<file path="config.mk">
export PLATFORM = sky130hd
export DESIGN_NAME = sap2_loader
export DESIGN_NICKNAME = d
export VERILOG_FILES = /design/src/rtl/sap2_loader.sv
export SDC_FILE = /design/constraint.sdc
export NUM_CORES = 1
export LEC_CHECK = 0
export ABC_AREA = 1
export CAP_MARGIN = 5
export CORE_MARGIN = 3
export CORE_UTILIZATION = 30
export CTS_BUF_LIST = sky130_fd_sc_hd__clkbuf_4
export CTS_CLUSTER_SIZE = 8
export DETAILED_ROUTE_END_ITERATION = 8
export SETUP_SLACK_MARGIN = 0.05
export SYNTH_ARGS = -nofsm -noshare
export SYNTH_HDL_FRONTEND = slang
export SYNTH_SLANG_ARGS = --single-unit
</file>
<file path="constraint.sdc">
create_clock -name clk -period 2.6 [get_ports clk]
set_input_delay 0.78 -clock clk [delete_from_list [all_inputs] [get_ports clk]]
set_output_delay 0.78 -clock clk [all_outputs]
set_load 0.005 [all_outputs]
</file>
<file path="src/rtl/sap2_loader.sv">
// Program loader / run sequencer for the sap2_mini CPU: streams an image into CPU memory,
// clears the CPU, runs it for a fixed budget and captures its output. Optional checksum: SAP2_LOADER_CHECKSUM_EN.
module sap2_loader #(
    parameter int HOLD_CYCLES = 2,
    parameter int CLR_CYCLES  = 2,
    parameter int RUN_CYCLES  = 256
) (
    input  logic        clk,
    input  logic        clr,
    input  logic        start,
    input  logic [7:0]  len,
    input  logic        abort,
    input  logic        in_valid,
    input  logic [11:0] in_data,
    output logic        in_ready,
    output logic        cpu_prog,
    output logic        cpu_clr,
    output logic [7:0]  cpu_a,
    output logic [11:0] cpu_d,
    input  logic [11:0] cpu_out,
`ifdef SAP2_LOADER_CHECKSUM_EN
    output logic [11:0] chk,
    input  logic [11:0] chk_exp,
    output logic        chk_err,
`endif
    output logic        busy,
    output logic        done,
    output logic [11:0] result
);

    localparam logic [2:0] S_IDLE      = 3'd0;
    localparam logic [2:0] S_CLR_PRE   = 3'd1;
    localparam logic [2:0] S_LOAD_WAIT = 3'd2;
    localparam logic [2:0] S_LOAD_HOLD = 3'd3;
    localparam logic [2:0] S_CLR_POST  = 3'd4;
    localparam logic [2:0] S_RUN       = 3'd5;
    localparam logic [2:0] S_DONE      = 3'd6;

    localparam logic [15:0] HOLD_LAST = 16'(HOLD_CYCLES - 1);
    localparam logic [15:0] CLR_LAST  = 16'(CLR_CYCLES - 1);
    localparam logic [15:0] RUN_LAST  = 16'(RUN_CYCLES - 1);

    logic [2:0]  state;
    logic [2:0]  state_nx;
    logic [15:0] cnt;
    logic [7:0]  addr;
    logic [7:0]  addr_inc;
    logic [7:0]  len_q;
    logic        idle_like;
    logic        start_take;
    logic        abort_hit;
    logic        word_take;
    logic        timed;
    logic        chk_bad;

`ifdef SAP2_LOADER_CHECKSUM_EN
    assign chk_bad = (chk != chk_exp);
`else
    assign chk_bad = 1'b0;
`endif

    assign addr_inc = addr + 8'd1;

    // NOTE: every signal assigned in this block gets a default first so no latch is inferred.
    always_comb begin
        state_nx   = state;
        abort_hit  = 1'b0;
        idle_like  = (state == S_IDLE) || (state == S_DONE);
        start_take = idle_like && start;
        word_take  = 1'b0;
        timed      = 1'b0;
        if (abort && !idle_like) begin
            state_nx  = S_IDLE;
            abort_hit = 1'b1;
        end else begin
            case (state)
                S_IDLE, S_DONE: begin
                    if (start) state_nx = S_CLR_PRE;
                end
                S_CLR_PRE: begin
                    timed = 1'b1;
                    if (cnt == CLR_LAST) begin
                        if (len_q != 8'd0) state_nx = S_LOAD_WAIT;
                        else               state_nx = chk_bad ? S_DONE : S_CLR_POST;
                    end
                end
                S_LOAD_WAIT: begin
                    if (in_valid) begin
                        word_take = 1'b1;
                        state_nx  = S_LOAD_HOLD;
                    end
                end
                S_LOAD_HOLD: begin
                    timed = 1'b1;
                    if (cnt == HOLD_LAST) begin
                        if (addr_inc != len_q) state_nx = S_LOAD_WAIT;
                        else                   state_nx = chk_bad ? S_DONE : S_CLR_POST;
                    end
                end
                S_CLR_POST: begin
                    timed = 1'b1;
                    if (cnt == CLR_LAST) state_nx = S_RUN;
                end
                S_RUN: begin
                    timed = 1'b1;
                    if (cnt == RUN_LAST) state_nx = S_DONE;
                end
                default: state_nx = S_IDLE;
            endcase
        end
    end

    // Outputs are registered from the next state so they line up exactly with the state they describe.
    // NOTE: sequential state uses non-blocking assignments only, so every flop sees pre-edge values.
    always_ff @(posedge clk or posedge clr) begin
        if (clr) begin
            state    <= S_IDLE;
            cnt      <= 16'd0;
            addr     <= 8'd0;
            len_q    <= 8'd0;
            in_ready <= 1'b0;
            cpu_prog <= 1'b0;
            cpu_clr  <= 1'b0;
            cpu_a    <= 8'd0;
            cpu_d    <= 12'd0;
            busy     <= 1'b0;
            done     <= 1'b0;
            result   <= 12'd0;
        end else begin
            state    <= state_nx;
            cnt      <= (timed && state_nx == state) ? cnt + 16'd1 : 16'd0;
            in_ready <= (state_nx == S_LOAD_WAIT);
            cpu_prog <= (state_nx == S_LOAD_WAIT) || (state_nx == S_LOAD_HOLD);
            cpu_clr  <= (state_nx == S_CLR_PRE) || (state_nx == S_CLR_POST) || abort_hit;
            busy     <= (state_nx != S_IDLE) && (state_nx != S_DONE);
            done     <= (state_nx == S_DONE);
            if (start_take) begin
                len_q <= len;
                addr  <= 8'd0;
            end
            if (word_take) begin
                cpu_a <= addr;
                cpu_d <= in_data;
            end
            if (state == S_LOAD_HOLD && state_nx != S_LOAD_HOLD && !abort_hit) addr <= addr_inc;
            if (state == S_RUN && state_nx == S_DONE) result <= cpu_out;
        end
    end

`ifdef SAP2_LOADER_CHECKSUM_EN
    // Running image sum; a mismatch at the end of loading skips the post-clear and run.
    always_ff @(posedge clk or posedge clr) begin
        if (clr) begin
            chk     <= 12'd0;
            chk_err <= 1'b0;
        end else if (start_take) begin
            chk     <= 12'd0;
            chk_err <= 1'b0;
        end else begin
            if (word_take) chk <= chk + in_data;
            if (state_nx == S_DONE && (state == S_CLR_PRE || state == S_LOAD_HOLD)) chk_err <= 1'b1;
        end
    end
`endif

endmodule

</file>
**Word level (Yosys, flattened, before mapping)**

Cells that the tools add are included.

- Bits in registers: 72
- Input port bits: 37
- Output and inout port bits: 37
- Word-level logic and storage cells: 69

- Add/subtract/negate cells: 2
- Eq/ne operators: 17
- Muxes and demuxes: 19
- Reductions and logical operators: 19

Operators by type and width:

| cell | number |
|---|---|
| two-way mux 3 bit | 9 |
| case mux 3 bit (6 select lines) | 1 |
| adder 16 x 1 -> 16 bit (second input constant) | 1 |
| == test 16 x 1 -> 1 bit (second input constant) | 1 |
| == test 16 x 8 -> 1 bit (second input constant) | 1 |
| two-way mux 16 bit | 1 |
| two-way mux 8 bit | 2 |
| == test 3 bit (second input constant) | 5 |
| == test 3 x 2 -> 1 bit (second input constant) | 4 |
| adder 8 x 1 -> 8 bit (second input constant) | 1 |
| inequality test 8 bit | 1 |
| nonzero test 8 bit | 1 |
| logical AND 1 bit | 7 |
| == test 3 x 1 -> 1 bit (second input constant) | 2 |
| two-way mux 1 bit | 6 |
| logical OR 1 bit | 4 |
| OR reduction 4 bit | 1 |
| == test 3 bit | 1 |
| logical NOT 3 bit | 1 |
| inequality test 3 x 2 -> 1 bit (second input constant) | 1 |
| inequality test 3 bit (second input constant) | 1 |
| nonzero test 3 bit | 1 |
| logical NOT 1 bit | 2 |
| nonzero test 2 bit | 1 |
| OR reduction 2 bit | 1 |

**Longest topological paths before layout**

Gate-level depths: netlist of run 1.

- Depth after elaboration: 10
- Gate-level depth with buffers: 19
- Mapped depth without buffers: 18

**Least setup slack after synthesis of run 1**

OpenSTA, ideal clock, no wires.

- Path kind: register -> register
- Start: register cnt[0]
- End: register result[0]
- Setup time: 116 ps
- Arrival: 1,926 ps
- Data required time: 2,484 ps
- Slack: 557 ps
- Cell stages (with the launch flop): 16
- Path buffers: 1
- Period minus slack after synthesis: 2,043 ps
- Cells stage by stage: dfrtp_1 ha_1 nand2_1 inv_1 nand2_1 nor2_1 nand2_1 nor2_2 a21oi_1 o21ai_1 nand3_4 nor2_8 nand2_4 buf_6 nand2_1 nand2_1

- Word-level cells in the longest chain between the ends: 6
- Elaborated cells on any way between the ends: 10
- Those cells by class: eq/ne (3); mux (6); reduce/logical (1)

Ends and longest elaborated chain:

| item | line | text |
|---|---|---|
| start, declared | 45 | `logic [15:0] cnt;` |
| start signal, assigned | 131 | `cnt <= (timed && state_nx == state) ? cnt + 16'd1 : 16'd0;` |
| == test 16 x 8 -> 1 bit or == test 16 x 1 -> 1 bit (tied branches) | - |  |
| two-way mux 3 bit, on equally long branches | - |  |
| case mux 3 bit (6 select lines) (*) | 76 | `case (state)` |
| two-way mux 3 bit (*) | 72 | `if (abort && !idle_like) begin` |
| == test 3 bit (*) | 146 | `if (state == S_RUN && state_nx == S_DONE) result <= cpu_out;` |
| logical AND 1 bit (*) | 146 |  |
| end signal, assigned | 146 |  |
| end, declared | 28 | `output logic [11:0] result` |

Mark *: on every way between the ends. The rest lies on a longest branch, timed or not.
A chain may end at the register's enable or synchronous reset.

**Worst setup path after layout of run 1**

- Start: register addr[1]
- End: register addr[3]

- Word-level cells in the longest chain between the ends: 10
- Elaborated cells on any way between the ends: 11
- Those cells by class: add/sub (1); eq/ne (2); mux (5); reduce/logical (3)

Ends and longest elaborated chain:

| item | line | text |
|---|---|---|
| start, declared | 46 | `logic [7:0] addr;` |
| start signal, assigned | 145 | `if (state == S_LOAD_HOLD && state_nx != S_LOAD_HOLD && !abort_hit) addr <= addr_inc;` |
| adder 8 x 1 -> 8 bit (*) | 62 | `assign addr_inc = addr + 8'd1;` |
| inequality test 8 bit | 96 | `if (addr_inc != len_q) state_nx = S_LOAD_WAIT;` |
| two-way mux 3 bit | 96 |  |
| two-way mux 3 bit | 95 | `if (cnt == HOLD_LAST) begin` |
| case mux 3 bit (6 select lines) | 76 |  |
| two-way mux 3 bit | 72 |  |
| inequality test 3 x 2 -> 1 bit | 145 |  |
| logical AND 1 bit (2 in a row) | 145 |  |
| two-way mux 8 bit or nonzero test 2 bit (tied branches) | - |  |

Marked as above.

==> summary.txt, run 1 <==
Routing
  • 1st-pass router iterations: 4
  • Initial DRC Count: 88
  • Detail Route Antenna Nets: 0
  • Via count: around 2,900
  • Routed Wire Length: between 7000 and 8000 um
  • Vias per std cell: ~4.6
  • DR DRC count: 0
  • Routed wire per std cell: about 12 um

Synth
  • Synthesis warning total: 0
  • Number of synthesized flops with an enable pin: 0
  • Mapped Nets: between 400 and 500
  • Register area share after synthesis: 0.510
  • Gate Count Post-Synth: between 400 and 500
  • Main synth FF type: dfrtp_1
  • Mapped Area: about 3500 sq um
  • Average size of a mapped cell: 8.59 sq um
  • Yosys reg bits: 72
  • Library cells used by synthesis: 34
  • Synth async-reset ratio: 1.00

Global route
  • Vias in the first global route: about 3,000
  • Gr usage total: 0.130
  • Gr ovfl total: 0
  • Largest net degree at the start of global routing: 73
  • Number of antenna violations at the first check in global routing: 0
  • First-pass GRT wire length: approximately 14,000 um

Setup path
  • Crit start category: flip-flop
  • Worst EP required: ~3000 ps
  • Worst Path Max Fanout: 15
  • WS Path Type: flip-flop to flip-flop
  • WP data arrival: about 2600 ps
  • CP Capture Type: flip-flop

Clock tree
  • Max clock buf depth: 2
  • Clock sink total: 72
  • Clk slew on worst S/H paths: 110 ps
  • Skew-Pair Late Insertion Delay: around 430 ps
  • CTS tree: built
  • Htree depth: 3
  • CTS root buf: clkbuf_4
  • Post-CTS Hold Fix Bufs: 0
  • CTS Buf Count: 9

STA
  • Worst Clk Skew: approximately 13 ps
  • Setup violators final: 0
  • Slew margin rel.: 0.662
  • Fin worst setup slack: 352 ps
  • Fin. max-slew vios: 0
  • RSZ-0062 raised after global routing: no
  • Tightest Pin Transition: ~500 ps
  • WHS: roughly 490 ps
  • Tcrit/Tclk final: 0.865
  • Achievable Freq: between 400 and 500 MHz
  • Final setup TNS: 0 ps
  • Min Clock Period, post-route: 2250 ps
  • Final Hold Fails: 0

Final layout
  • Antenna Cells: 0
  • Most frequent cells in the layout: nand2_1, clkdlybuf4s50_1, dfrtp_1, nand3_1, inv_1
  • Fillcell total: 1,120
  • Area Growth Syn to Fin: 30.8%
  • Layout cells sized above 1: 0.140
  • Layout net count: around 540
  • Leading cell type in the layout, fill and taps excluded: nand2_1

Placed design
  • Detailed placer's ending HPWL: 5780 um
  • Pre-CTS setup slack: -41.7 ps
  • Gp weighted congestion: 0.854
  • I/O Buffers: 73

Floorplan
  • Row cnt: 38
  • Die area: about 13,000 sq um
  • # IOs: 74
  • Core area: between 10,000 and 15,000 sq um
  • Die span in x: 114 um
  • Starting density of the core: 0.316
  • Die Y: around 110 um

Run
  • Maximum Capacitance Violations: 0

Pwr
  • Overall power: between 3000 and 4000 uW
  • Static leakage: about 0.0021 uW
  • Cell Pwr Density: between 700 and 800 nW/um^2
  • Worst VDD drop: around 0.44 mV

Run status
  • Outcome: complete, no violations

Worst hold path
  • Worst min path class: flip-flop to flip-flop
-- cells in the mapped netlist (2+ instances only) --
library cell | instances | share of area
nand2_4 | 2 | 0.0064
nor3b_1 | 5 | 0.011
mux2_2 | 13 | 0.041
ha_1 | 3 | 0.011
nand2_1 | 102 | 0.11
buf_6 | 3 | 0.0096
dfrtp_1 | 72 | 0.51
nor2_1 | 39 | 0.041
nor2_4 | 3 | 0.0096
nor2_2 | 8 | 0.014
o21ai_1 | 9 | 0.013
nand3_2 | 2 | 0.0057
buf_2 | 3 | 0.0043
clkbuf_1 | 3 | 0.0032
inv_2 | 2 | 0.0021
nor3_1 | 10 | 0.014
a21oi_1 | 4 | 0.0057
nand4_1 | 4 | 0.0071
nand2_2 | 9 | 0.016
inv_1 | 42 | 0.045
nand3_1 | 43 | 0.061
xor2_1 | 4 | 0.0099
o21ai_0 | 15 | 0.021
-- flip-flops by register name, summed over array words and instances, names as in the netlist --
register  cells
done          1
cpu_a         8
cpu_d        12
cnt          16
len_q         8
busy          1
state         3
cpu_prog      1
in_ready      1
cpu_clr       1
result       12
addr          8
-- logic make-up after synthesis --
family / synth area share
buffers and inverters: 0.0659
AOI/OAI and AO/OA: 0.0503
and+or+nand+nor: 0.309
adders and majority gates: 0.0106
muxes: 0.0415
xor gates and xnor gates: 0.0124
DFF: 0.510
-- worst paths after layout --
check | startpoint | to | slack [ps] | cells after the start
min in group asynchronous | clr | cpu_d[8]$_DFFE_PP0P_ | 790 | 3
max reg2reg | addr[1]$_DFFE_PP0P_ | addr[3]$_DFFE_PP0P_ | 350 | 16
min | cpu_a[4]$_DFFE_PP0P_ | cpu_a[4]$_DFFE_PP0P_ | 490 | 2
max | addr[1]$_DFFE_PP0P_ | addr[3]$_DFFE_PP0P_ | 350 | 16
min reg2reg | cpu_a[4]$_DFFE_PP0P_ | cpu_a[4]$_DFFE_PP0P_ | 490 | 2
max in group asynchronous | clr | addr[1]$_DFFE_PP0P_ | 1480 | 3
-- worst max-delay path: stages (launching register included) --
cell	delay (ps)
dfrtp_2	460
ha_1	240
nand2_2	90
nor2_2	130
nand2_1	60
nand2_1	90
nor2_1	50
nor2_1	110
nand2_1	80
nor2_2	110
nand3_1	80
nand2_1	110
nand2_2	100
nand3_2	110
nand2_4	130
nand3_1	110
o21ai_1	70
-- cell type report --
class / instances / area (sq um) / share of cell area
Clock buffer: 12 / 90.1 / 0.0195
Clock inverter: 4 / 21.3 / 0.00461
Inverter: 44 / 169 / 0.0366
Multi-Input combinational cell: 285 / 1500 / 0.326
Sequential cell: 72 / 1800 / 0.390
Tap cell: 140 / 175 / 0.0379
Timing Repair Buffer: 83 / 856 / 0.185
-- routing by layer --
metal | vias up | track usage | wire length [um] | share of wire
li1 | 1488 | - | - | -
met1 | 1366 | 0.161 | 3590 | 0.45
met2 | 71 | 0.214 | 3750 | 0.47
met3 | 11 | 0.0428 | 506 | 0.064
met4 | 0 | 0.0420 | 102 | 0.013
met5 | - | 0 | 0 | 0
-- power by group --
part	leakage [uW]	internal (uW)	total [uW]	switching, uW
Combinational	0.00110	728	1470	746
Sequential	0.000959	1380	1540	166
Clock	0.0000647	223	604	381
-- metrics by stage --
stage	area [sq um]	std cells	utilization
floorplan	3530	411	-
CTS	4580	638	0.410
global placement	4470	622	0.400
finish	4620	640	0.413
global route	4620	640	0.413
detailed placement	4470	622	0.400
-- repair_timing --
item	4_1_cts	5_1_grt
resized for setup	0	3
buffers inserted	0	2
setup endpoints to repair	0	20
(Power assumes the default switching activity.)
==> run 2, diff against run 1 <==
CTS_CLUSTER_DIAMETER = 30   (was unset)
==> results of run 2 <==
No change in the layout: final DEF, timing and power equal those of run 1.
==> run 3, diff against run 2 <==
ABC_AREA = unset   (was 1)
CTS_CLUSTER_SIZE = unset   (was 8)
GPL_ROUTABILITY_DRIVEN = 0   (was unset)
==> summary.txt, run 3 <==
Floorplan
  • Row cnt: 38 (unchanged)
  • Die Y: 114 um (about the same)
  • Die span in x: 114 um (about the same)
  • Core area: 11,100 sq um (was 11,200 sq um)
  • Die area: 13,000 sq um (was 13,100 sq um)
  • # IOs: 74 (unchanged)
  • Starting density of the core: 0.315 (was 0.316)

STA
  • Fin. max-slew vios: 0 (unchanged)
  • WHS: 515 ps (was 493 ps)
  • Worst Clk Skew: 14.9 ps (was 13.4 ps)
  • Final Hold Fails: 0 (unchanged)
  • Fin worst setup slack: -75.9 ps (was 352 ps)
  • RSZ-0062 raised after global routing: yes (was no)
  • Min Clock Period, post-route: 2680 ps (was 2250 ps)
  • Achievable Freq: 374 MHz (was 445 MHz)
  • Slew margin rel.: 0.627 (was 0.662)
  • Setup violators final: 13 (was 0)
  • Tcrit/Tclk final: 1.03 (was 0.865)
  • Tightest Pin Transition: 560 ps (was 502 ps)

Clock tree
  • CTS Buf Count: 9 (unchanged)
  • Max clock buf depth: 2 (unchanged)
  • Skew-Pair Late Insertion Delay: 430 ps (about the same)
  • CTS tree: built (unchanged)
  • CTS root buf: clkbuf_4 (unchanged)
  • Clk slew on worst S/H paths: 110 ps (about the same)
  • Htree depth: 3 (unchanged)
  • Clock sink total: 72 (unchanged)

Setup path
  • R2R Path End: result[4]$_DFFE_PP0P_ (was addr[3]$_DFFE_PP0P_)
  • WS Path Type: flip-flop to flip-flop (unchanged)
  • Crit start category: flip-flop (unchanged)
  • Reg-to-reg slack, setup: -80 ps (was 350 ps)
  • WP data arrival: 3000 ps (was 2570 ps)
  • Worst EP required: 2920 ps (about the same)
  • CP Capture Type: flip-flop (unchanged)
  • Worst Path Max Fanout: 6 (was 15)
  • Reg2reg start: cnt[13]$_DFF_PP0_ (was addr[1]$_DFFE_PP0P_)
  • Reg2Reg Depth: 8 (was 16)

Synth
  • Post-synth top area share: 0.513 (was 0.510)
  • Register area share after synthesis: 0.513 (was 0.510)
  • Mapped Area: 3510 sq um (was 3530 sq um)
  • Gate Count Post-Synth: 314 (was 411)
  • Mapped Nets: 354 (was 451)
  • Post-synth top cells: dfrtp_1, mux2_2, nor2_1 (was nand2_1, dfrtp_1, nand3_1)
  • Yosys reg bits: 72 (unchanged)
  • Average size of a mapped cell: 11.2 sq um (was 8.59 sq um)
  • Dominant cells by area after synthesis: dfrtp_1, mux2_2, mux2_4 (was dfrtp_1, nand2_1, nand3_1)
  • Count leader, synth: dfrtp_1 (was nand2_1)
  • Library cells used by synthesis: 54 (was 34)
  • Synthesis warning total: 0 (unchanged)
  • Number of synthesized flops with an enable pin: 0 (unchanged)
  • Largest area contributor in the netlist: dfrtp_1 (unchanged)
  • Main synth FF type: dfrtp_1 (unchanged)
  • Synth async-reset ratio: 1.00 (unchanged)

Final layout
  • Leading cell type in the layout, fill and taps excluded: clkdlybuf4s50_1 (was nand2_1)
  • Top reg by flops: cnt (unchanged)
  • Max FFs per register: 16 (unchanged)
  • Antenna Cells: 0 (unchanged)
  • Layout net count: 460 (was 535)
  • Most frequent cells in the layout: clkdlybuf4s50_1, dfrtp_1, buf_4, mux2_2, nor2_1 (was nand2_1, clkdlybuf4s50_1, dfrtp_1, nand3_1, inv_1)
  • Biggest regs: cnt x16, cpu_d x12, result x12 (unchanged)
  • Area Growth Syn to Fin: 38.0% (was 30.8%)
  • Final Core Density: 0.435 (was 0.413)
  • Layout cells sized above 1: 0.242 (was 0.140)
  • Design Area, Final: 4840 sq um (was 4620 sq um)

Global route
  • Met1 Track Usage GR: 0.152 (was 0.161)
  • Gr ovfl total: 0 (unchanged)
  • Met2 GRT Util: 0.210 (was 0.214)
  • Vias in the first global route: 2,764 (was 2,988)
  • Gr usage total: 0.125 (was 0.130)
  • Grt peak-use layer: met2 (unchanged)
  • First-pass GRT wire length: 12,900 um (was 13,700 um)
  • GRT met3 Usage: 0.0370 (was 0.0428)
  • Largest net degree at the start of global routing: 73 (unchanged)
  • Number of antenna violations at the first check in global routing: 0 (unchanged)

Routing
  • Routed wire per std cell: 13.9 um (was 12.4 um)
  • DR DRC count: 0 (unchanged)
  • Initial DRC Count: 130 (was 88)
  • Via count: 2,751 (was 2,936)
  • Vias per std cell: 4.87 (was 4.59)
  • Routed Wire Length: 7880 um (was 7950 um)
  • Detail Route Antenna Nets: 0 (unchanged)
  • 1st-pass router iterations: 5 (was 4)

Pwr
  • Overall power: 3810 uW (was 3620 uW)
  • Cell Pwr Density: 787 nW/um^2 (was 784 nW/um^2)
  • Worst VDD drop: 0.364 mV (was 0.440 mV)
  • Static leakage: 0.00214 uW (was 0.00212 uW)

Placed design
  • I/O Buffers: 73 (unchanged)
  • Area post-placement: 4640 sq um (was 4470 sq um)
  • Pre-CTS setup slack: -388 ps (was -41.7 ps)
  • Detailed placer's ending HPWL: 5740 um (was 5780 um)

Worst hold path
  • Min-delay src: cnt[0]$_DFF_PP0_ (was cpu_a[4]$_DFFE_PP0P_)
  • Hold depth: 1 (was 2)
  • Worst Hold End: cnt[0]$_DFF_PP0_ (was cpu_a[4]$_DFFE_PP0P_)
  • Worst min path class: flip-flop to flip-flop (unchanged)

Run status
  • Outcome: finished, violations left (was complete, no violations)
  • Failing checks: negative setup slack

Run
  • Maximum Capacitance Violations: 0 (unchanged)
run 3: cell count changes after synthesis, moves of 11 or more:
cell / before / now
o21ai_0: 15 / 4
nand2_1: 102 / 15
mux2_2: 13 / 29
inv_1: 42 / 7
nand3_1: 43 / 11
run 3: cells by family (layout without fill, tap and decap cells):
family | Yosys count | in the layout | synth area share
AO/OA/AOI/OAI | 48 | 48 | 0.0913
adder cells (fa/ha/maj) | 3 | 3 | 0.0107
buffers and inverters | 23 | 134 | 0.0271
XOR/XNOR | 23 | 23 | 0.0574
AND/OR/NAND/NOR | 104 | 104 | 0.158
multiplexers | 41 | 41 | 0.142
flip-flops | 72 | 72 | 0.513
run 3: cell type report:
class | count | area (sq um)
clock buffer | 9 | 67.6
clock inverter | 7 | 62.6
fill | 1107 | 6280
inverter | 8 | 33.8
multi-input combinational | 219 | 1650
sequential | 72 | 1800
tap | 140 | 175
timing repair buffer | 110 | 1050
run 3: stage by stage:
step / TNS (ps) / cells
2_1_floorplan: 0 / 314
3_3_place_gp: -3860 / 547
3_5_place_dp: -4970 / 547
4_1_cts: -186 / 564
5_1_grt: -1820 / 565
6_report: -753 / 565
run 3: per-layer routing:
layer / up-vias / part of all wire
met5: - / 0
met4: 0 / 0.017
met3: 10 / 0.050
met2: 71 / 0.51
met1: 1338 / 0.42
li1: 1332 / -
run 3: where the power goes:
group	switching, uW	internal [uW]	total, uW
combinational	655	920	1570
clock	393	283	676
sequential	208	1350	1560
total	1260	2550	3810
run 3: what timing repair did:
item                                    4_1_cts  5_1_grt
pin swaps                                     2        4
cloned                                        0        1
hold buffers                                  0        0
endpoints found under the hold margin         0        0
buffers inserted                              1        1
gates resized for setup                       2        6
endpoints found under the setup margin       13       14
run 3: critical path, stage by stage, from the launching register on:
cell	delay, ps
dfrtp_1	390
or4_4	570
o41ai_4	390
o21ai_1	120
a221o_1	340
nor2_2	130
nand3_2	140
clkbuf_16	210
mux2_4	300
run 3: how the worst max path moves through the flow:
stage	end	from	depth (start not counted)
floorplan	result[0]$_DFFE_PP0P_	cnt[9]$_DFF_PP0_	8
global placement	result[9]$_DFFE_PP0P_	start	9
detailed placement	result[9]$_DFFE_PP0P_	in_valid	9
CTS	result[11]$_DFFE_PP0P_	cnt[12]$_DFF_PP0_	8
global route	result[4]$_DFFE_PP0P_	cnt[13]$_DFF_PP0_	8
finish	result[4]$_DFFE_PP0P_	cnt[13]$_DFF_PP0_	8
